<file path="src/rtl/router_input_channel.sv">
// Receive side of the inter-router link: two single-flit virtual channels written and read
// on opposite polarity phases, with an XY route computed on acceptance.
module router_input_channel #(
  parameter int DW       = 64,
  parameter int HOP_W    = 4,
  parameter int HX_LSB   = 52,
  parameter int HY_LSB   = 48,
  parameter int XDIR_BIT = 62,
  parameter int YDIR_BIT = 61
) (
  input  logic          clk,
  input  logic          reset,
  input  logic          polarity,
  input  logic          send_in,
  input  logic [DW-1:0] data_in,
  output logic          ready_out,
  output logic [4:0]    req,
  output logic [DW-1:0] data_out,
  input  logic          grant,
  output logic          ovf_err
);

  // One-hot request encoding {PE,N,S,E,W}
  localparam logic [4:0] RT_W  = 5'b00001;
  localparam logic [4:0] RT_E  = 5'b00010;
  localparam logic [4:0] RT_S  = 5'b00100;
  localparam logic [4:0] RT_N  = 5'b01000;
  localparam logic [4:0] RT_PE = 5'b10000;

  localparam logic [HOP_W-1:0] HOP_ONE = {{(HOP_W-1){1'b0}}, 1'b1};

  function automatic logic [4:0] route_of(input logic [DW-1:0] f);
    logic [HOP_W-1:0] hx;
    logic [HOP_W-1:0] hy;
    logic [4:0]       r;
    hx = f[HX_LSB +: HOP_W];
    hy = f[HY_LSB +: HOP_W];
    if (hx != '0)      r = f[XDIR_BIT] ? RT_W : RT_E;
    else if (hy != '0) r = f[YDIR_BIT] ? RT_S : RT_N;
    else               r = RT_PE;
    return r;
  endfunction

  // The routed hop field is always non-zero, so the decrement cannot wrap.
  function automatic logic [DW-1:0] consume_hop(input logic [DW-1:0] f, input logic [4:0] r);
    logic [DW-1:0] o;
    o = f;
    if (r == RT_E || r == RT_W)      o[HX_LSB +: HOP_W] = f[HX_LSB +: HOP_W] - HOP_ONE;
    else if (r == RT_N || r == RT_S) o[HY_LSB +: HOP_W] = f[HY_LSB +: HOP_W] - HOP_ONE;
    return o;
  endfunction

  // Index 0 is vc1, index 1 is vc2.
  logic [1:0]    vld;
  logic [DW-1:0] flit  [2];
  logic [4:0]    route [2];
  logic          wr_idx;
  logic          rd_idx;
  logic          accept;
  logic          clear;

  assign wr_idx    = ~polarity;
  assign rd_idx    = polarity;
  assign ready_out = !reset && !vld[wr_idx];
  assign accept    = send_in && ready_out;
  assign clear     = grant && (req != '0);

  always_comb begin
    req      = '0;
    data_out = '0;
    if (!reset && vld[rd_idx]) begin
      req      = route[rd_idx];
      data_out = consume_hop(flit[rd_idx], route[rd_idx]);
    end
  end

  always_ff @(posedge clk) begin
    if (reset) begin
      vld      <= '0;
      flit[0]  <= '0;
      flit[1]  <= '0;
      route[0] <= '0;
      route[1] <= '0;
      ovf_err  <= 1'b0;
    end else begin
      if (accept) begin
        vld[wr_idx]   <= 1'b1;
        flit[wr_idx]  <= data_in;
        route[wr_idx] <= route_of(data_in);
      end
      if (clear) vld[rd_idx] <= 1'b0;
      if (send_in && !ready_out) ovf_err <= 1'b1;
    end
  end

endmodule

</file>
<file path="config.mk">
export PLATFORM = sky130hd
export DESIGN_NAME = router_input_channel
export DESIGN_NICKNAME = d
export VERILOG_FILES = /design/src/rtl/router_input_channel.sv
export SDC_FILE = /design/constraint.sdc
export NUM_CORES = 1
export LEC_CHECK = 0
export CAP_MARGIN = 20
export CORE_ASPECT_RATIO = 0.6
export CORE_MARGIN = 4
export CORE_UTILIZATION = 45
export DETAILED_ROUTE_END_ITERATION = 12
export HOLD_SLACK_MARGIN = 0.12
export PLACE_DENSITY = 0.74
export SLEW_MARGIN = 15
export SYNTH_ARGS = -nofsm -noshare
export SYNTH_HDL_FRONTEND = slang
export SYNTH_SLANG_ARGS = --single-unit
</file>
<file path="constraint.sdc">
create_clock -name clk -period 3.93 [get_ports clk]
set_input_delay 0.786 -clock clk [delete_from_list [all_inputs] [get_ports clk]]
set_output_delay 0.786 -clock clk [all_outputs]
set_load 0.1 [all_outputs]
</file>
Word level (Yosys, flattened, before mapping) --
Memories as Yosys holds them, arrays and structs flattened. Index checks and enable logic that the tools add are counted. W data, S select, Z words.
Storage, ports and cells: bits in registers 3, memory bits (writable) 138, input port bits 69, output and inout bits 71, logic and storage cells 68, memories kept 2
Cells by class: $add $sub $neg 2, magnitude comparators 4, equal/unequal tests 4, multiplexer cells 33, bitwise logic cells 4, reduce and logical (&&, ||, !) cells 17
Memory list:
- flit | depth 2, bits a word 64, read ports 1, clocked after memory_dff 0, wr ports 2, RTL line 55 | logic [DW-1:0] flit [2];
- route | depth 2, bits a word 5, read ports 1, clocked after memory_dff 0, wr ports 2, RTL line 56 | logic [4:0] route [2];
Operators with widths (number):
- $mux W64 | 2
- $reduce_or A64 Y1 | 1
- $mux W5 | 6
- $mux W4 | 4
- $mux W1 | 15
- $mux W2 | 4
- $reduce_bool A4 Y1 | 2
- $sub A4 B1 Y4 const B | 2
- $logic_and A1 B1 Y1 | 7
- $eq A5 B1 Y1 const B | 1
- $eq A5 B2 Y1 const B | 1
- $eq A5 B3 Y1 const B | 1
- $eq A5 B4 Y1 const B | 1
- $reduce_bool A5 Y1 | 1
- $reduce_or A5 Y1 | 1
- $lt A1 B2 Y1 const B | 2
- $logic_not A1 Y1 | 3
- $and A2 B2 Y2 | 1
- $demux W1 S1 | 2
- $ge A1 B1 Y1 const B | 2
- $logic_or A1 B1 Y1 | 2
- $not A2 Y2 | 1
- $or A2 B2 Y2 | 1
- $not A1 Y1 | 1

Longest topological paths before layout --
depth after elaboration 11, depth in mapped cells 8, mapped depth without buffers 5

Worst setup path after synthesis --
OpenSTA, ideal clock, no wires.
path type input -> output, start input polarity, end output data_out[49], data arrival time 4.061 ns, required time 3.144 ns, slack -0.917 ns, stages on the path 6, path buffers 2, cell sequence buf_6 > buf_2 > mux2i_1 > ha_1 > nor2b_1 > a211oi_1
Between the ends: longest elaborated chain between the ends 6, elaborated cells between the ends (all ways) 15, classes of those cells 1 x add/sub; 4 x eq/ne; 5 x mux; 3 x reduce/logical; 2 x memory
Ends and longest elaborated chain:
- start, declared | RTL line 13 | input logic polarity,
- parallel branches: the longest is 5 deep, another holds $mem_v2 Z2 W64
- $mux W64 * | RTL line 71 | if (!reset && vld[rd_idx]) begin
- end, declared | RTL line 18 | output logic [DW-1:0] data_out,
Mark *: on every way between the ends. The select of a mux whose other input is x is not followed.

Final worst setup path --
start input reset, end output data_out[53]
Between the ends: longest elaborated chain between the ends 3
Ends and longest elaborated chain:
- start, declared | RTL line 12 | input logic reset,
- $logic_not A1 Y1 | RTL line 71
- $logic_and A1 B1 Y1 | RTL line 71
- $mux W64 | RTL line 71
Every way passes these cells.

==> flow_summary.json <==
{
  "timing.setup.tns_ns": 0,
  "row_count": 33,
  "start_util": 0.470,
  "regArea_um2": 4200,
  "hold_depth": 2,
  "seqPwrFrac": 0.434,
  "vias": 4342,
  "cp-end-kind": "output pin",
  "hp-start": "ovf_err",
  "synth_nets": 579,
  "synth_top_area_frac": 0.632,
  "synthCells": 508,
  "pwr-share-clk": 0.431,
  "switchingPower_mw": 0.945,
  "ir_drop_mv": 0.279,
  "rr_startpoint": "vld[0]",
  "die_area_um2": 16600,
  "cts_root_buf": "clkbuf_16",
  "post-route-min-period_ns": 3.37,
  "yosysWarnings": 0,
  "ctsHoldBuffers": 0,
  "grtUsageTotal": 0.188,
  "startpoint_type": "input port",
  "fin_util": 0.684,
  "antenna_cells": 0,
  "tightestPinTransition_ns": 0.963,
  "cp_slowest_cell": "or2_2",
  "gp_congestion": 0.772,
  "yosysSeqAreaShare": 0.642,
  "routedWlPerCell_um": 17.8,
  "fin_skew_ns": 0.0110,
  "fill_cells": 997,
  "synth_area_per_cell_um2": 12.9,
  "cts_resized": 0,
  "viasPerCell": 5.10,
  "synth_area_leaders": "edfxtp_1 (63%), and2_1 (12%), mux2i_1 (9.9%), nor2_1 (4.1%), buf_2 (1.2%)",
  "max_freq_ghz": 0.297,
  "dp_cells": 819,
  "cts_tree": "built",
  "yosys.area.top_type": "edfxtp_1",
  "io_buffers": 139,
  "power_leakage_nw": 3.71,
  "finalWirelength_mm": 15.2,
  "hold_viol": 0,
  "cp_data_arrival_time_ns": 2.58,
  "finalSetupViolCount": 0,
  "internal_power_mw": 3.16,
  "min_period_over_period": 0.857,
  "final_cells": 851,
  "core-area_um2": 14000,
  "remaining_drc_errors": 0,
  "yosys_register_bits": 141,
  "cp_common_cell": "buf_12",
  "cp_cell_sequence": "clkdlybuf4s50_1 > or2_2 > buf_12 > a211oi_2 > buf_12",
  "totalPowerFinal_mw": 4.10,
  "grt_remaining_overflow": 0,
  "synth_cell_type_count": 29,
  "layout.nets": 717,
  "grt_max_degree": 34,
  "cts_sinks": 141,
  "rsz0062_at_grt": "no",
  "crit_path_max_fanout": 33,
  "r2r_slack_ns": 1.66,
  "ioPinCount": 140,
  "worstPathRequired_ns": 3.14,
  "firstDrtPassIters": 5,
  "numCtsBuffers": 17,
  "cap_viol_max_count": 0,
  "status": "finished clean",
  "die_w_um": 164,
  "comb_power_share": 0.135,
  "p_sw_frac": 0.230,
  "grt_antenna_before_repair": 1,
  "first_global_vias": 4501,
  "slew_headroom": 0.352,
  "reg2regPathDepth": 5,
  "htree_levels": 4,
  "multiInputGateArea_um2": 2200,
  "power_density_nw_per_um2": 430,
  "die-height_um": 101,
  "drive_above_1_share": 0.182,
  "synth_area_um2": 6550,
  "grt_first_pass_wirelength_mm": 23.7,
  "cts_max_path_buffers": 2,
  "critPathKind": "in -> out",
  "slowest_delay_ns": 0.58,
  "ant_nets": 0,
  "clk_latency_ns": 0.41,
  "min_to": "ovf_err",
  "clk_pin_slew_ns": 0.06,
  "maxSlewViolCount": 0,
  "dpl.hpwl_mm": 10.4,
  "rr_endpoint": "flit[0][5]",
  "holdCritPathClass": "reg -> reg",
  "synthToLayoutAreaGrowth_pct": 45.7,
  "cts_setup_buffers": 0,
  "drt_iter0_drc": 328
}
[registers in the layout (all words and copies together), names as in the netlist]
signal,cells
flit,128
route,10
vld,2
ovf_err,1
[layer usage]
layer	wire length (um)	share of wire	up-vias	GRT usage
li1	-	-	2052	-
met3	1220	0.080	11	0.0561
met5	12	0.00079	-	0
met4	81	0.0053	2	0.0541
met2	6910	0.45	160	0.283
met1	6960	0.46	2117	0.268
[cells in the mapped netlist]
| cell type | n |
|---|---|
| a211oi_1 | 4 |
| a211oi_4 | 1 |
| a21oi_1 | 8 |
| a32oi_1 | 2 |
| and2_1 | 128 |
| and3_1 | 2 |
| buf_2 | 16 |
| buf_4 | 4 |
| buf_6 | 1 |
| clkbuf_1 | 12 |
| dfxtp_1 | 3 |
| edfxtp_1 | 138 |
| ha_1 | 2 |
| inv_1 | 2 |
| inv_2 | 1 |
| mux2i_1 | 65 |
| nand2_1 | 2 |
| nand2b_1 | 6 |
| nand3_1 | 10 |
| nand3b_1 | 4 |
| nor2_1 | 72 |
| nor2b_1 | 4 |
| nor3_1 | 4 |
| nor4_1 | 4 |
| o21a_1 | 1 |
| or2_2 | 1 |
| or4_1 | 1 |
| xnor2_1 | 4 |
| xor2_1 | 6 |
[cell families (layout without fill, tap and decap cells)]
kind of cell | Yosys count | in the layout | share of synthesized area
buf+inv | 36 | 187 | 0.0271
mux | 65 | 65 | 0.0993
flops | 141 | 141 | 0.642
fa+ha+maj | 2 | 2 | 0.00382
xor+xnor | 10 | 10 | 0.0134
simple gates | 238 | 238 | 0.197
compound gates | 16 | 16 | 0.0176
[final cells by class]
type,count,share of cell area
Sequential cell,141,0.440
Tap cell,192,0.0252
Multi-Input combinational cell,331,0.230
Inverter,3,0.00118
Timing Repair Buffer,152,0.234
Clock inverter,12,0.0228
Clock buffer,20,0.0457
[worst max path at each step]
stage	start	endpoint	slack, ns	cells past startpoint
after detailed placement	reset	data_out[53]	0.56	5
after global placement	reset	data_out[53]	0.61	5
final	reset	data_out[53]	0.56	5
after CTS	reset	data_out[53]	0.54	5
after floorplan	polarity	data_out[51]	0.03	7
after global routing	polarity	data_out[53]	0.47	6
[placed cells by master, fill, tap and decap left out, types with 8 or more instances in the layout]
cell type | synthesis | layout
buf_12 | 0 | 74
clkbuf_16 | 0 | 17
clkdlybuf4s50_1 | 0 | 68
nand3_1 | 10 | 10
mux2i_1 | 65 | 65
a21oi_1 | 8 | 8
edfxtp_1 | 138 | 138
nor2_1 | 72 | 72
and2_1 | 128 | 128
buf_4 | 4 | 10
[power groups by stage]
stage	combinational (mW)	clock (mW)	sequential [mW]
final	0.553	1.77	1.78
after global routing	0.585	1.87	1.79
after CTS	0.558	1.79	1.78
after detailed placement	0.554	0	1.81
after global placement	0.546	0	1.80
after floorplan	0.319	0	1.81
[stage by stage]
step | setup WS (ns) | area, um2 | hold slack [ns]
after floorplan | 0.0288 | 6570 | 0.642
after global placement | 0.607 | 8890 | 0.456
after detailed placement | 0.559 | 8890 | 0.500
after CTS | 0.545 | 9550 | 0.514
after global routing | 0.469 | 9550 | 0.540
final | 0.561 | 9550 | 0.505
[critical path, delay by kind of cell]
family / cells / cell delay, ns
buffers and inverters: 3 / 0.93
and+or+nand+nor: 1 / 0.58
AOI/OAI and AO/OA: 1 / 0.26
Power figures use the tool's default switching activity.
